--- config.mk ---
export PLATFORM = sky130hd
export DESIGN_NAME = ir_fetch_queue_flat
export DESIGN_NICKNAME = d
export VERILOG_FILES = /design/src/rtl/ir_fetch_queue_pkg.sv /design/src/rtl/ir_fetch_queue_if.sv /design/src/rtl/ir_field_decode.sv /design/src/rtl/ir_fetch_queue.sv /design/src/flat_wrapper.sv
export SDC_FILE = /design/constraint.sdc
export NUM_CORES = 1
export LEC_CHECK = 0
export BUFFER_PORTS_ARGS = -buffer_cell sky130_fd_sc_hd__buf_4
export CORE_MARGIN = 2
export CORE_UTILIZATION = 27
export DETAILED_ROUTE_END_ITERATION = 8
export PLACE_DENSITY = 0.47
export SETUP_SLACK_MARGIN = 0.15
export SYNTH_ARGS = -nofsm -noshare
export SYNTH_HDL_FRONTEND = slang
export SYNTH_SLANG_ARGS = --single-unit
--- constraint.sdc ---
create_clock -name Clock -period 2.9 [get_ports Clock]
set_input_delay 0.29 -clock Clock [delete_from_list [all_inputs] [get_ports Clock]]
set_output_delay 0.29 -clock Clock [all_outputs]
set_load 0.03 [all_outputs]
--- src/rtl/ir_fetch_queue_pkg.sv ---
// Shared definitions for the instruction fetch queue.
// Holds the opcode map, the instruction format enumeration, the bit
// positions of every instruction field and a helper that classifies an
// opcode into its format.
package ir_pkg;

    localparam int OPC_W   = 5;
    localparam int C_W     = 19;
    localparam int C2_W    = 4;
    localparam int JADDR_W = 23;

    localparam int OPC_MSB   = 31;
    localparam int OPC_LSB   = 27;
    localparam int RA_MSB    = 26;
    localparam int RA_LSB    = 23;
    localparam int RB_MSB    = 22;
    localparam int RB_LSB    = 19;
    localparam int RC_MSB    = 18;
    localparam int RC_LSB    = 15;
    localparam int C_MSB     = 18;
    localparam int C2_MSB    = 22;
    localparam int C2_LSB    = 19;
    localparam int JADDR_MSB = 22;

    // Opcode map: range boundaries of each format group.
    localparam logic [OPC_W-1:0] OP_I_LO_LAST  = 5'd2;
    localparam logic [OPC_W-1:0] OP_R_LAST     = 5'd11;
    localparam logic [OPC_W-1:0] OP_I_HI_LAST  = 5'd14;
    localparam logic [OPC_W-1:0] OP_I2_LAST    = 5'd18;
    localparam logic [OPC_W-1:0] OP_BR         = 5'd19;
    localparam logic [OPC_W-1:0] OP_J_LAST     = 5'd21;
    localparam logic [OPC_W-1:0] OP_IO_LAST    = 5'd25;
    localparam logic [OPC_W-1:0] OP_NOP        = 5'd26;
    localparam logic [OPC_W-1:0] OP_HALT       = 5'd27;

    typedef enum logic [2:0] {
        FMT_I,
        FMT_R,
        FMT_I2,
        FMT_B,
        FMT_J,
        FMT_IO,
        FMT_MISC,
        FMT_ILLEGAL
    } fmt_e;

    function automatic fmt_e fmt_of(input logic [OPC_W-1:0] op);
        if (op <= OP_I_LO_LAST)    return FMT_I;
        else if (op <= OP_R_LAST)  return FMT_R;
        else if (op <= OP_I_HI_LAST) return FMT_I;
        else if (op <= OP_I2_LAST) return FMT_I2;
        else if (op == OP_BR)      return FMT_B;
        else if (op <= OP_J_LAST)  return FMT_J;
        else if (op <= OP_IO_LAST) return FMT_IO;
        else if (op <= OP_HALT)    return FMT_MISC;
        else                       return FMT_ILLEGAL;
    endfunction

endpackage

--- src/rtl/ir_fetch_queue_if.sv ---
// Bus bundle between the fetch queue and its producer/consumer.
// master: drives Flush, in_valid, BusMuxOut, out_ready (the environment).
// slave : drives in_ready, out_valid, IR, decoded fields, Illegal, count.
interface ir_fetch_queue_if
    import ir_pkg::*;
#(
    parameter int DATA_W = 32,
    parameter int DEPTH  = 4,
    parameter int REG_W  = 4
);
    localparam int CNT_W = $clog2(DEPTH + 1);

    logic                Flush;
    logic                in_valid;
    logic [DATA_W-1:0]   BusMuxOut;
    logic                in_ready;
    logic                out_valid;
    logic                out_ready;
    logic [DATA_W-1:0]   IR;
    logic [OPC_W-1:0]    Opcode;
    logic [REG_W-1:0]    Ra;
    logic [REG_W-1:0]    Rb;
    logic [REG_W-1:0]    Rc;
    logic [C_W-1:0]      C;
    logic [C2_W-1:0]     C2;
    logic [JADDR_W-1:0]  Jaddr;
    logic                Illegal;
    logic [CNT_W-1:0]    count;

    modport master (
        output Flush, in_valid, BusMuxOut, out_ready,
        input  in_ready, out_valid, IR, Opcode, Ra, Rb, Rc, C, C2, Jaddr,
               Illegal, count
    );

    modport slave (
        input  Flush, in_valid, BusMuxOut, out_ready,
        output in_ready, out_valid, IR, Opcode, Ra, Rb, Rc, C, C2, Jaddr,
               Illegal, count
    );

endinterface

--- src/rtl/ir_field_decode.sv ---
// Combinational instruction field extractor.
// In : ir      raw instruction word
// Out: opcode, ra, rb, rc, c, c2, jaddr, illegal -- fields not used by
//      the instruction's format are driven to zero.
module ir_field_decode
    import ir_pkg::*;
#(
    parameter int DATA_W = 32,
    parameter int REG_W  = 4
) (
    input  logic [DATA_W-1:0]  ir,
    output logic [OPC_W-1:0]   opcode,
    output logic [REG_W-1:0]   ra,
    output logic [REG_W-1:0]   rb,
    output logic [REG_W-1:0]   rc,
    output logic [C_W-1:0]     c,
    output logic [C2_W-1:0]    c2,
    output logic [JADDR_W-1:0] jaddr,
    output logic               illegal
);
    logic [REG_W-1:0] ra_f, rb_f, rc_f;

    assign opcode = ir[OPC_MSB:OPC_LSB];
    assign ra_f   = REG_W'(ir[RA_MSB:RA_LSB]);
    assign rb_f   = REG_W'(ir[RB_MSB:RB_LSB]);
    assign rc_f   = REG_W'(ir[RC_MSB:RC_LSB]);

    always_comb begin
        ra      = '0;
        rb      = '0;
        rc      = '0;
        c       = '0;
        c2      = '0;
        jaddr   = '0;
        illegal = 1'b0;
        case (fmt_of(opcode))
            FMT_I: begin
                ra = ra_f;
                rb = rb_f;
                c  = ir[C_MSB:0];
            end
            FMT_R: begin
                ra = ra_f;
                rb = rb_f;
                rc = rc_f;
            end
            FMT_I2: begin
                ra = ra_f;
                rb = rb_f;
            end
            FMT_B: begin
                ra = ra_f;
                c2 = ir[C2_MSB:C2_LSB];
                c  = ir[C_MSB:0];
            end
            FMT_J: begin
                ra    = ra_f;
                rb    = rb_f;
                jaddr = ir[JADDR_MSB:0];
            end
            FMT_IO:      ra = ra_f;
            FMT_MISC:    ;
            default:     illegal = 1'b1;
        endcase
    end

endmodule

--- src/rtl/ir_fetch_queue.sv ---
// Instruction fetch queue: a DEPTH-entry FIFO followed by a registered
// presentation stage that holds the head instruction together with its
// decoded fields.
// Ports: Clock, Clear (sync, active-high); bus (slave modport) carries
// Flush, the push handshake (in_valid/in_ready/BusMuxOut), the pop
// handshake (out_valid/out_ready), IR, decoded fields and count.
module ir_fetch_queue
    import ir_pkg::*;
#(
    parameter int DATA_W = 32,
    parameter int DEPTH  = 4,
    parameter int REG_W  = 4
) (
    input logic             Clock,
    input logic             Clear,
    ir_fetch_queue_if.slave bus
);
    localparam int PTR_W = $clog2(DEPTH);
    localparam int CNT_W = $clog2(DEPTH + 1);

    logic [DATA_W-1:0]  mem [DEPTH];
    logic [PTR_W-1:0]   wr_ptr, rd_ptr;
    logic [CNT_W-1:0]   cnt;
    logic               pres_valid;
    logic               push, load;

    logic [OPC_W-1:0]   d_opc;
    logic [REG_W-1:0]   d_ra, d_rb, d_rc;
    logic [C_W-1:0]     d_c;
    logic [C2_W-1:0]    d_c2;
    logic [JADDR_W-1:0] d_jaddr;
    logic               d_ill;

    ir_field_decode #(.DATA_W(DATA_W), .REG_W(REG_W)) u_decode (
        .ir      (mem[rd_ptr]),
        .opcode  (d_opc),
        .ra      (d_ra),
        .rb      (d_rb),
        .rc      (d_rc),
        .c       (d_c),
        .c2      (d_c2),
        .jaddr   (d_jaddr),
        .illegal (d_ill)
    );

    // No pop credit: a full buffer refuses a push even when the head
    // is being loaded in the same cycle.
    assign bus.in_ready = (cnt != CNT_W'(DEPTH));
    assign push = bus.in_valid && bus.in_ready && !bus.Flush;
    assign load = (cnt != '0) && (!pres_valid || bus.out_ready) && !bus.Flush;

    always_ff @(posedge Clock) begin
        if (!Clear && push) mem[wr_ptr] <= bus.BusMuxOut;
    end

    always_ff @(posedge Clock) begin
        if (Clear) begin
            wr_ptr     <= '0;
            rd_ptr     <= '0;
            cnt        <= '0;
            pres_valid <= 1'b0;
            bus.IR     <= '0;
            bus.Opcode <= '0;
            bus.Ra     <= '0;
            bus.Rb     <= '0;
            bus.Rc     <= '0;
            bus.C      <= '0;
            bus.C2     <= '0;
            bus.Jaddr  <= '0;
            bus.Illegal <= 1'b0;
        end else if (bus.Flush) begin
            wr_ptr     <= '0;
            rd_ptr     <= '0;
            cnt        <= '0;
            pres_valid <= 1'b0;
        end else begin
            if (push) wr_ptr <= wr_ptr + PTR_W'(1);
            case ({push, load})
                2'b10:   cnt <= cnt + CNT_W'(1);
                2'b01:   cnt <= cnt - CNT_W'(1);
                default: cnt <= cnt;
            endcase
            if (load) begin
                rd_ptr      <= rd_ptr + PTR_W'(1);
                pres_valid  <= 1'b1;
                bus.IR      <= mem[rd_ptr];
                bus.Opcode  <= d_opc;
                bus.Ra      <= d_ra;
                bus.Rb      <= d_rb;
                bus.Rc      <= d_rc;
                bus.C       <= d_c;
                bus.C2      <= d_c2;
                bus.Jaddr   <= d_jaddr;
                bus.Illegal <= d_ill;
            end else if (pres_valid && bus.out_ready) begin
                pres_valid <= 1'b0;
            end
        end
    end

    assign bus.out_valid = pres_valid;
    assign bus.count     = cnt;

endmodule
--- src/flat_wrapper.sv ---
// flat-port wrapper written by rule: the top's interface ports become plain ports
module ir_fetch_queue_flat import ir_pkg::*;
#(
    parameter int DATA_W = 32,
    parameter int DEPTH  = 4,
    parameter int REG_W  = 4
)
  (Clock, Clear, bus_Flush, bus_in_valid, bus_BusMuxOut, bus_out_ready, bus_in_ready, bus_out_valid, bus_IR, bus_Opcode, bus_Ra, bus_Rb, bus_Rc, bus_C, bus_C2, bus_Jaddr, bus_Illegal, bus_count);
  ir_fetch_queue_if #(.DATA_W(DATA_W), .DEPTH(DEPTH), .REG_W(REG_W)) bus_i ();
  input logic Clock;
  input logic Clear;
  input wire logic [$bits(bus_i.Flush)-1:0] bus_Flush;
  input wire logic [$bits(bus_i.in_valid)-1:0] bus_in_valid;
  input wire logic [$bits(bus_i.BusMuxOut)-1:0] bus_BusMuxOut;
  input wire logic [$bits(bus_i.out_ready)-1:0] bus_out_ready;
  output wire logic [$bits(bus_i.in_ready)-1:0] bus_in_ready;
  output wire logic [$bits(bus_i.out_valid)-1:0] bus_out_valid;
  output wire logic [$bits(bus_i.IR)-1:0] bus_IR;
  output wire logic [$bits(bus_i.Opcode)-1:0] bus_Opcode;
  output wire logic [$bits(bus_i.Ra)-1:0] bus_Ra;
  output wire logic [$bits(bus_i.Rb)-1:0] bus_Rb;
  output wire logic [$bits(bus_i.Rc)-1:0] bus_Rc;
  output wire logic [$bits(bus_i.C)-1:0] bus_C;
  output wire logic [$bits(bus_i.C2)-1:0] bus_C2;
  output wire logic [$bits(bus_i.Jaddr)-1:0] bus_Jaddr;
  output wire logic [$bits(bus_i.Illegal)-1:0] bus_Illegal;
  output wire logic [$bits(bus_i.count)-1:0] bus_count;
  assign bus_i.Flush = bus_Flush;
  assign bus_i.in_valid = bus_in_valid;
  assign bus_i.BusMuxOut = bus_BusMuxOut;
  assign bus_i.out_ready = bus_out_ready;
  assign bus_in_ready = bus_i.in_ready;
  assign bus_out_valid = bus_i.out_valid;
  assign bus_IR = bus_i.IR;
  assign bus_Opcode = bus_i.Opcode;
  assign bus_Ra = bus_i.Ra;
  assign bus_Rb = bus_i.Rb;
  assign bus_Rc = bus_i.Rc;
  assign bus_C = bus_i.C;
  assign bus_C2 = bus_i.C2;
  assign bus_Jaddr = bus_i.Jaddr;
  assign bus_Illegal = bus_i.Illegal;
  assign bus_count = bus_i.count;
  ir_fetch_queue #(.DATA_W(DATA_W), .DEPTH(DEPTH), .REG_W(REG_W)) u_core (.Clock(Clock), .Clear(Clear), .bus(bus_i));
endmodule
==> results.yml, run 1 <==
run_status:
  status: "completed"
drt:
  vias: 5543
  ant_nets: 0
  dr_wl_met2_um: 9560
  dr.pass1.iters: 6
  routed_via_density: 4.573
  top_layer_used: "met4"
  wl_met1_um: 10820
  wl_met3_um: 1109
  avgRoutedWirePerCell_um: 17.99
  drt_wl_total_um: 21800
  drtIter0Drc: 350
  drc: 0
worst_setup_path:
  worst-path-max-fanout: 19
  worst_setup_path_start_kind: "register"
  crit_family: "compound AO/OA/AOI/OAI gates"
  arrival_ns: 2.98
  required_ns: 3.30
  critPathCaptureType: "register"
  crit_slowest_cell: "mux4_1"
  crit_type: "reg -> reg"
  slowest_delay_ns: 0.78
  cp_num_buf_inv: 0
  cp_cell_sequence: "mux4_1 -> or2_0 -> o32a_2 -> o41ai_1"
floorplanning:
  fp.coreArea_um2: 31720
  dieArea_um2: 33750
  num_io_pins: 138
  row_count: 65
  dieHeight_um: 183.7
  start_util_pct: 27.50
  die_w_um: 183.7
placed_design:
  gp_congestion: 0.6978
  place_area_um2: 10180
  dp_hpwl_um: 14350
  port_buffers: 137
  place_inst: 1131
clocking:
  numClockSinks: 229
  clk_latency_ns: 0.52
  cts_setup_buffers: 0
  cts_tree: "done"
  path_clk_slew_ns: 0.06
  cts_max_level: 1
  clockRootBuffer: "clkbuf_16"
  clockBufferDepth: 3
  cts_made_buffers: 26
layout:
  utilization_pct: 35.78
  final_common_cell: "buf_4"
  drive_gt1_share_pct: 29.05
  num-nets-final: 832
  area_delta_synth_final_pct: 30.11
  final_area_um2: 11350
  layoutNonFillerInstCount: 1212
  final_cell_mix: "buf_4 (146), edfxtp_1 (128), dfxtp_1 (97)"
synth:
  ys_seq_elements: 229
  syn_nets: 672
  synth.distinct_cells: 42
  synth_edf_count: 128
  ys_seq_area_share_pct: 67.26
  synth-async-reset-ratio_pct: 0
  syn_area_um2: 8721
  synth.avg_cell_area_um2: 13.86
  ys.flop_type: "edfxtp_1"
  syn_inst: 629
  ys_warn_count: 0
power:
  power_density_nw_per_um2: 619.5
  power.total_mw: 7.029
  ir_drop_uv: 368.8
  p_leak_nw: 4.126
grt:
  grt_pass1_wl_um: 32620
  antenna_found_initial: 1
  grt_max_degree: 117
  track_usage_pct: 12.56
  gr-total-overflow: 0
  grt_pass1_vias: 5397
sta:
  worst_pin_slew_ns: 0.7049
  maxSlewViolCount: 0
  rsz0062_at_grt: "no"
  period_minus_slack_ns: 2.574
  setup-tns-final_ns: 0
  finalHoldViolations: 0
  min_period_over_period_pct: 88.74
  max_slew_margin_pct: 53.01
  setup_viol: 0
  fmax_mhz: 388.6
  finalClockSkew_ns: 0.01360
job:
  drv_cap: 0
worst_hold_path:
  min_path_type: "in -> reg"
[area by class of cell]
class | instances | area (um2)
Clock inverter | 10 | 76.32
Sequential cell | 229 | 5871
Antenna cell | 1 | 2.502
Timing Repair Buffer | 183 | 1516
Clock buffer | 38 | 770.7
Inverter | 31 | 116.4
Tap cell | 402 | 503.0
Multi-Input combinational cell | 318 | 2491
Fill cell | 3085 | 20370
[sequential cells by signal (all words and copies together), names as in the netlist, 2 cells and up, named ones only]
register / count
u_core.bus.C: 19
u_core.bus.count: 3
u_core.mem: 128
u_core.wr_ptr: 2
u_core.bus.Jaddr: 23
u_core.bus.Rb: 4
u_core.bus.C2: 4
u_core.bus.Ra: 4
u_core.bus.Opcode: 5
u_core.bus.Rc: 4
u_core.bus.IR: 27
u_core.rd_ptr: 2
[cells by family after synthesis]
family,after synthesis,synth area share (%)
xor gates and xnor gates,4,0.4018
and+or+nand+nor,171,9.928
muxes,32,8.608
AOI/OAI and AO/OA,105,8.666
DFF,229,67.26
adders and majority gates,6,0.9469
buffers and inverters,82,4.189
[worst paths after layout]
path | from | endpoint | slack, ns | cells after the start
max | register | u_core.bus.C[6]$_SDFFE_PP0P_ | 0.33 | 4
min | bus_in_valid | u_core.wr_ptr[1]$_SDFFE_PP0P_ | 0.06 | 3
max reg2reg | register | u_core.bus.C[6]$_SDFFE_PP0P_ | 0.33 | 4
min reg2reg | u_core.bus.IR[10]$_SDFFE_PP0P_ | u_core.bus.IR[10]$_SDFFE_PP0P_ | 0.45 | 2
[metal layers]
metal | up-vias | track usage [%]
met5 | - | 0
li1 | 2652 | -
met4 | 0 | 3.040
met1 | 2724 | 18.38
met3 | 26 | 2.397
met2 | 141 | 19.15
[report_power, final]
part / switching [mW] / leakage [nW] / internal [mW]
Combinational: 0.216 / 1.74 / 0.142
Clock: 1.27 / 0.416 / 1.93
Sequential: 0.0163 / 1.97 / 3.46
[metrics by stage]
step | hold WS [ns] | worst slack, ns
floorplan | 0.3889 | 0.1733
global placement | 0.4436 | 0.2488
detailed placement | 0.4493 | 0.1559
CTS | 0.03068 | 0.3126
global route | 0.05029 | 0.1945
finish | 0.05559 | 0.3264
[worst min-delay path, stage by stage]
cell and delay [ns]:
buf_4 0.11, nand3_1 0.07, a21oi_1 0.06
[repair_timing]
| action | in CTS | in global routing |
|---|---|---|
| endpoints found under the hold margin | 128 | 0 |
| hold buffers | 32 | 0 |
| endpoints found under the setup margin | 3 | 0 |
| resized for setup | 1 | 0 |
[cells in the mapped netlist (2+ instances only)]
cell / number / area share, %
buf_6: 3 / 0.39
o21a_1: 2 / 0.17
nor2_1: 31 / 1.3
ha_1: 5 / 0.72
and2_1: 5 / 0.36
mux4_1: 8 / 2.4
or2_2: 2 / 0.14
clkbuf_1: 32 / 1.4
buf_4: 5 / 0.43
a22oi_1: 8 / 0.69
a21oi_1: 58 / 3.3
o41ai_2: 10 / 1.9
edfxtp_1: 128 / 44
buf_2: 4 / 0.23
inv_1: 30 / 1.3
nand2_1: 70 / 3.0
and4b_1: 8 / 0.92
xnor2_1: 2 / 0.20
dfxtp_1: 101 / 23
xor2_1: 2 / 0.20
mux4_2: 24 / 6.2
nand3b_1: 25 / 2.2
nand3_1: 20 / 1.1
or3_1: 3 / 0.22
o21ai_0: 2 / 0.11
a32oi_1: 8 / 0.80
buf_1: 6 / 0.26
o41ai_1: 13 / 1.3
Power figures use the tool's default switching activity.
==> run 2, diff against run 1 <==
- GPL_TIMING_DRIVEN: unset -> 0
==> results.yml, run 2 (same netlist as run 1, synthesis figures left out) <==
run_status:
  status: "completed"
placed_design:
  pre_cts_ws_ns: -0.4736
  dp_hpwl_um: 16230
  port_buffers: 136
  gp_congestion: 0.7335
sta:
  finalClockSkew_ns: 0.01708
  max_slew_margin_pct: 56.89
  worst_pin_slew_ns: 0.6466
  rsz0062_at_grt: "no"
  setup_ws_ns: 0.3148
  period_minus_slack_ns: 2.585
  setup_viol: 0
  setup-tns-final_ns: 0
  finalHoldViolations: 0
  fmax_mhz: 386.8
  maxSlewViolCount: 0
  min_period_over_period_pct: 89.15
clocking:
  clk_latency_ns: 0.52
  clockRootBuffer: "clkbuf_16"
  path_clk_slew_ns: 0.06
  cts_tree: "done"
  clockBufferDepth: 3
  cts_max_level: 1
  cts_setup_buffers: 0
  cts_made_buffers: 25
  numClockSinks: 229
worst_setup_path:
  cp_num_buf_inv: 5
  worst-path-max-fanout: 10
  crit_top_cell: "or3_1"
  arrival_ns: 3.03
  slowest_delay_ns: 0.36
  required_ns: 3.35
  crit_type: "reg -> reg"
  cp_cell_sequence: "or3_1 -> clkbuf_2 -> nand3b_1 -> buf_2 -> inv_6 -> buf_6 -> ha_1 -> inv_1 -> fa_1 -> xor2_1 -> or3_1 -> a21oi_1"
  crit_slowest_cell: "or3_1"
  critPathCaptureType: "register"
  crit_family: "buffers and inverters"
  worst_setup_path_start_kind: "register"
layout:
  final_cell_mix: "buf_4 (141), edfxtp_1 (128), dfxtp_1 (98)"
  largest_register_ffs: 128
  fillers: 3112
  drive_gt1_share_pct: 28.99
  utilization_pct: 36.31
  area_delta_synth_final_pct: 32.05
  final_common_cell: "buf_4"
  num-nets-final: 871
  largest-register: "u_core.mem"
  top_regs: "u_core.mem (128), u_core.bus.IR (27), u_core.bus.Jaddr (23)"
floorplanning:
  dieArea_um2: 33750
  row_count: 65
  dieHeight_um: 183.7
  num_io_pins: 138
  die_w_um: 183.7
  fp.coreArea_um2: 31720
  start_util_pct: 27.50
worst_hold_path:
  min_path_type: "in -> reg"
grt:
  track_usage_pct: 13.40
  antenna_found_initial: 3
  grt_pass1_wl_um: 34580
  grt_max_degree: 32
  grt_pass1_vias: 5743
  gr-total-overflow: 0
job:
  drv_cap: 0
drt:
  ant_nets: 0
  avgRoutedWirePerCell_um: 18.07
  drc: 0
  drtIter0Drc: 278
  vias: 5599
  dr.pass1.iters: 4
  routed_via_density: 4.486
  drt_wl_total_um: 22550
power:
  ir_drop_uv: 340.3
  p_leak_nw: 4.195
  power_density_nw_per_um2: 610.2
## run 2: cell count changes in the layout (fill, tap and decap cells not counted), sizes merged
cell / before / now
clkbuf: 38 / 61
bufinv: 1 / 2
clkinvlp: 2 / 3
clkinv: 7 / 8
buf: 151 / 160
inv: 31 / 32
## run 2: worst register-to-register path, cell delays in order (launching register included)
cell	delay [ns]
dfxtp_2	0.34
or3_1	0.36
clkbuf_2	0.18
nand3b_1	0.10
buf_2	0.28
inv_6	0.10
buf_6	0.17
ha_1	0.23
inv_1	0.07
fa_1	0.17
xor2_1	0.07
or3_1	0.31
a21oi_1	0.13
## run 2: worst paths after layout
check | start | endpoint | slack, ns | cells after the start
worst min-delay path | bus_in_valid | u_core.wr_ptr[1]$_SDFFE_PP0P_ | 0.05 | 3
worst min register to register | u_core.bus.IR[10]$_SDFFE_PP0P_ | u_core.bus.IR[10]$_SDFFE_PP0P_ | 0.46 | 2
worst max register to register | u_core.bus.count[0]$_SDFFE_PP0P_ | u_core.bus.count[2]$_SDFFE_PP0P_ | 0.31 | 12
worst max-delay path | u_core.bus.count[0]$_SDFFE_PP0P_ | u_core.bus.count[2]$_SDFFE_PP0P_ | 0.31 | 12
## run 2: cell type report
cell class | instances | area, um2 | share of cell area [%]
Antenna cell | 1 | 2.502 | 0.02173
Sequential cell | 229 | 5869 | 50.97
Clock inverter | 14 | 138.9 | 1.206
Tap cell | 402 | 503.0 | 4.368
Buffer | 51 | 261.5 | 2.271
Multi-Input combinational cell | 318 | 2495 | 21.66
Timing Repair Buffer | 172 | 1429 | 12.41
Inverter | 31 | 121.4 | 1.054
Clock buffer | 30 | 695.7 | 6.041
## run 2: report_power, final
part / internal, mW / switching [mW]
Clock: 1.89 / 1.28
Sequential: 3.46 / 0.0160
Combinational: 0.152 / 0.226
Total: 5.50 / 1.52
## run 2: through the flow
stage          cells  area (um2)  hold WS (ns)  power (mW)
2_1_floorplan    629        8725        0.3889       3.734
3_3_place_gp    1167       10250        0.4425       3.889
3_5_place_dp    1171       10340        0.4495       3.897
4_1_cts         1247       11510       0.02635       7.135
5_1_grt         1248       11520       0.07947       7.292
6_report        1248       11520       0.05049       7.027
## run 2: metal layers
metal / GRT usage [%] / part of all wire, %
met2: 21.72 / 47
met5: 0 / 0.12
met3: 2.615 / 4.8
met1: 18.38 / 47
met4: 3.520 / 1.8
## run 2: timing repair
action / CTS / global route
endpoints found under the hold margin: 128 / 0
endpoints found under the setup margin: 15 / 1
gates resized for setup: 6 / 5
hold buffers: 32 / 0
pin swaps: 0 / 0
==> run 3, diff against run 2 <==
- BUFFER_PORTS_ARGS: -buffer_cell sky130_fd_sc_hd__buf_4 -> unset
- CORE_MARGIN: 2 -> 10
- DONT_BUFFER_PORTS: unset -> 1
- PLACE_DENSITY: 0.47 -> 0.43
- SKIP_CTS_REPAIR_TIMING: unset -> 1
==> results.yml, run 3 (same netlist as run 1, synthesis figures left out) <==
clocking:
  path_clk_slew_ns: 0.06
  numClockSinks: 229
  cts_max_level: 1
  clockRootBuffer: "clkbuf_16"
  clockBufferDepth: 3
  clk_latency_ns: 0.52
  cts_made_buffers: 26
  cts_tree: "done"
layout:
  final_cell_mix: "edfxtp_1 (128), dfxtp_1 (98), nand2_1 (70)"
  largest-register: "u_core.mem"
  num-nets-final: 737
  drive_gt1_share_pct: 14.99
  fillers: 3110
  largest_register_ffs: 128
  top_regs: "u_core.mem (128), u_core.bus.IR (27), u_core.bus.Jaddr (23)"
  area_delta_synth_final_pct: 20.56
  final_area_um2: 10510
  final_common_cell: "edfxtp_1"
grt:
  track_usage_pct: 12.04
  antenna_found_initial: 8
  gr-total-overflow: 0
  grt_pass1_wl_um: 35910
  grt_max_degree: 29
  grt_pass1_vias: 5486
drt:
  drtIter0Drc: 335
  drt_wl_total_um: 24730
  vias: 5379
  drc: 0
  dr.pass1.iters: 5
  routed_via_density: 4.790
  avgRoutedWirePerCell_um: 22.02
  ant_nets: 0
sta:
  finalHoldViolations: 0
  maxSlewViolCount: 0
  setup_viol: 0
  max_slew_margin_pct: 53.10
  setup_ws_ns: 0.1964
  finalClockSkew_ns: 0.009699
  rsz0062_at_grt: "yes"
  worst_pin_slew_ns: 0.7035
  min_period_over_period_pct: 93.23
  period_minus_slack_ns: 2.704
  fmax_mhz: 369.9
worst_hold_path:
  min_path_type: "in -> reg"
  whs_path_depth: 3
floorplanning:
  dieArea_um2: 39890
  fp.coreArea_um2: 31720
  die_w_um: 199.7
  num_io_pins: 138
  row_count: 65
  start_util_pct: 27.50
  dieHeight_um: 199.7
worst_setup_path:
  worst-path-max-fanout: 10
  required_ns: 3.34
  r2r_cells: 12
  arrival_ns: 3.14
  worst_setup_path_start_kind: "register"
  critPathCaptureType: "register"
  crit_type: "reg -> reg"
placed_design:
  gp_congestion: 0.8182
  place_area_um2: 9313
  port_buffers: 0
  pre_cts_ws_ns: -0.5593
  dp_hpwl_um: 18350
job:
  drv_cap: 0
power:
  power.total_mw: 6.952
  ir_drop_uv: 345.4
  power_density_nw_per_um2: 661.2
  p_leak_nw: 3.474
run_status:
  status: "completed"
## run 3: final timing paths
check                                      to                              from  slack, ns
max reg2reg  u_core.bus.count[2]$_SDFFE_PP0P_  u_core.bus.count[0]$_SDFFE_PP0P_       0.20
max          u_core.bus.count[2]$_SDFFE_PP0P_  u_core.bus.count[0]$_SDFFE_PP0P_       0.20
min             u_core.wr_ptr[1]$_SDFFE_PP0P_                      bus_in_valid       0.07
min reg2reg                          register     u_core.rd_ptr[1]$_SDFFE_PP0P_       0.52
## run 3: layout make-up
cell class | count | area, um2 | share of cell area (%)
multi-input cells | 318 | 2495 | 23.73
inverters | 31 | 118.9 | 1.131
clock inverters | 16 | 136.4 | 1.297
clock buffers | 32 | 694.4 | 6.605
diodes | 7 | 17.52 | 0.1666
repair buffers | 37 | 410.4 | 3.903
well taps | 402 | 503.0 | 4.784
plain buffers | 51 | 261.5 | 2.487
flip-flops and latches | 229 | 5877 | 55.90
## run 3: per-layer routing
layer | vias up | share of wire, % | wire [um] | GRT usage, %
li1 | 2477 | - | - | -
met1 | 2723 | 41 | 10090 | 13.58
met2 | 137 | 50 | 12390 | 20.56
met3 | 40 | 7.0 | 1728 | 4.895
met4 | 2 | 2.0 | 505 | 3.421
met5 | - | 0.053 | 13 | 0
## run 3: power breakdown
| group | internal [mW] | total, mW | leakage [nW] | switching (mW) |
|---|---|---|---|---|
| logic | 0.101 | 0.282 | 1.10 | 0.181 |
| registers | 3.46 | 3.52 | 1.97 | 0.0572 |
| clock network | 1.88 | 3.15 | 0.403 | 1.27 |
## run 3: metrics by stage
stage / util (%) / setup TNS, ns / cells / hold WS (ns)
finish: 33.15 / 0 / 1123 / 0.06976
detailed placement: 29.36 / -0.8492 / 1035 / 0.3892
CTS: 31.98 / -0.8897 / 1083 / -0.1622
floorplan: - / 0 / 629 / 0.3889
global placement: 29.09 / -43.60 / 1031 / 0.3892
global route: 33.12 / 0 / 1120 / 0.1014
## run 3: critical path, stage by stage, from the launching register on
cell	delay (ns)
dfxtp_4	0.43
or3_1	0.13
buf_2	0.18
nand3b_1	0.09
buf_2	0.20
inv_4	0.15
buf_6	0.17
ha_1	0.20
inv_1	0.06
fa_1	0.38
xor2_1	0.17
or3_1	0.33
a21oi_1	0.14
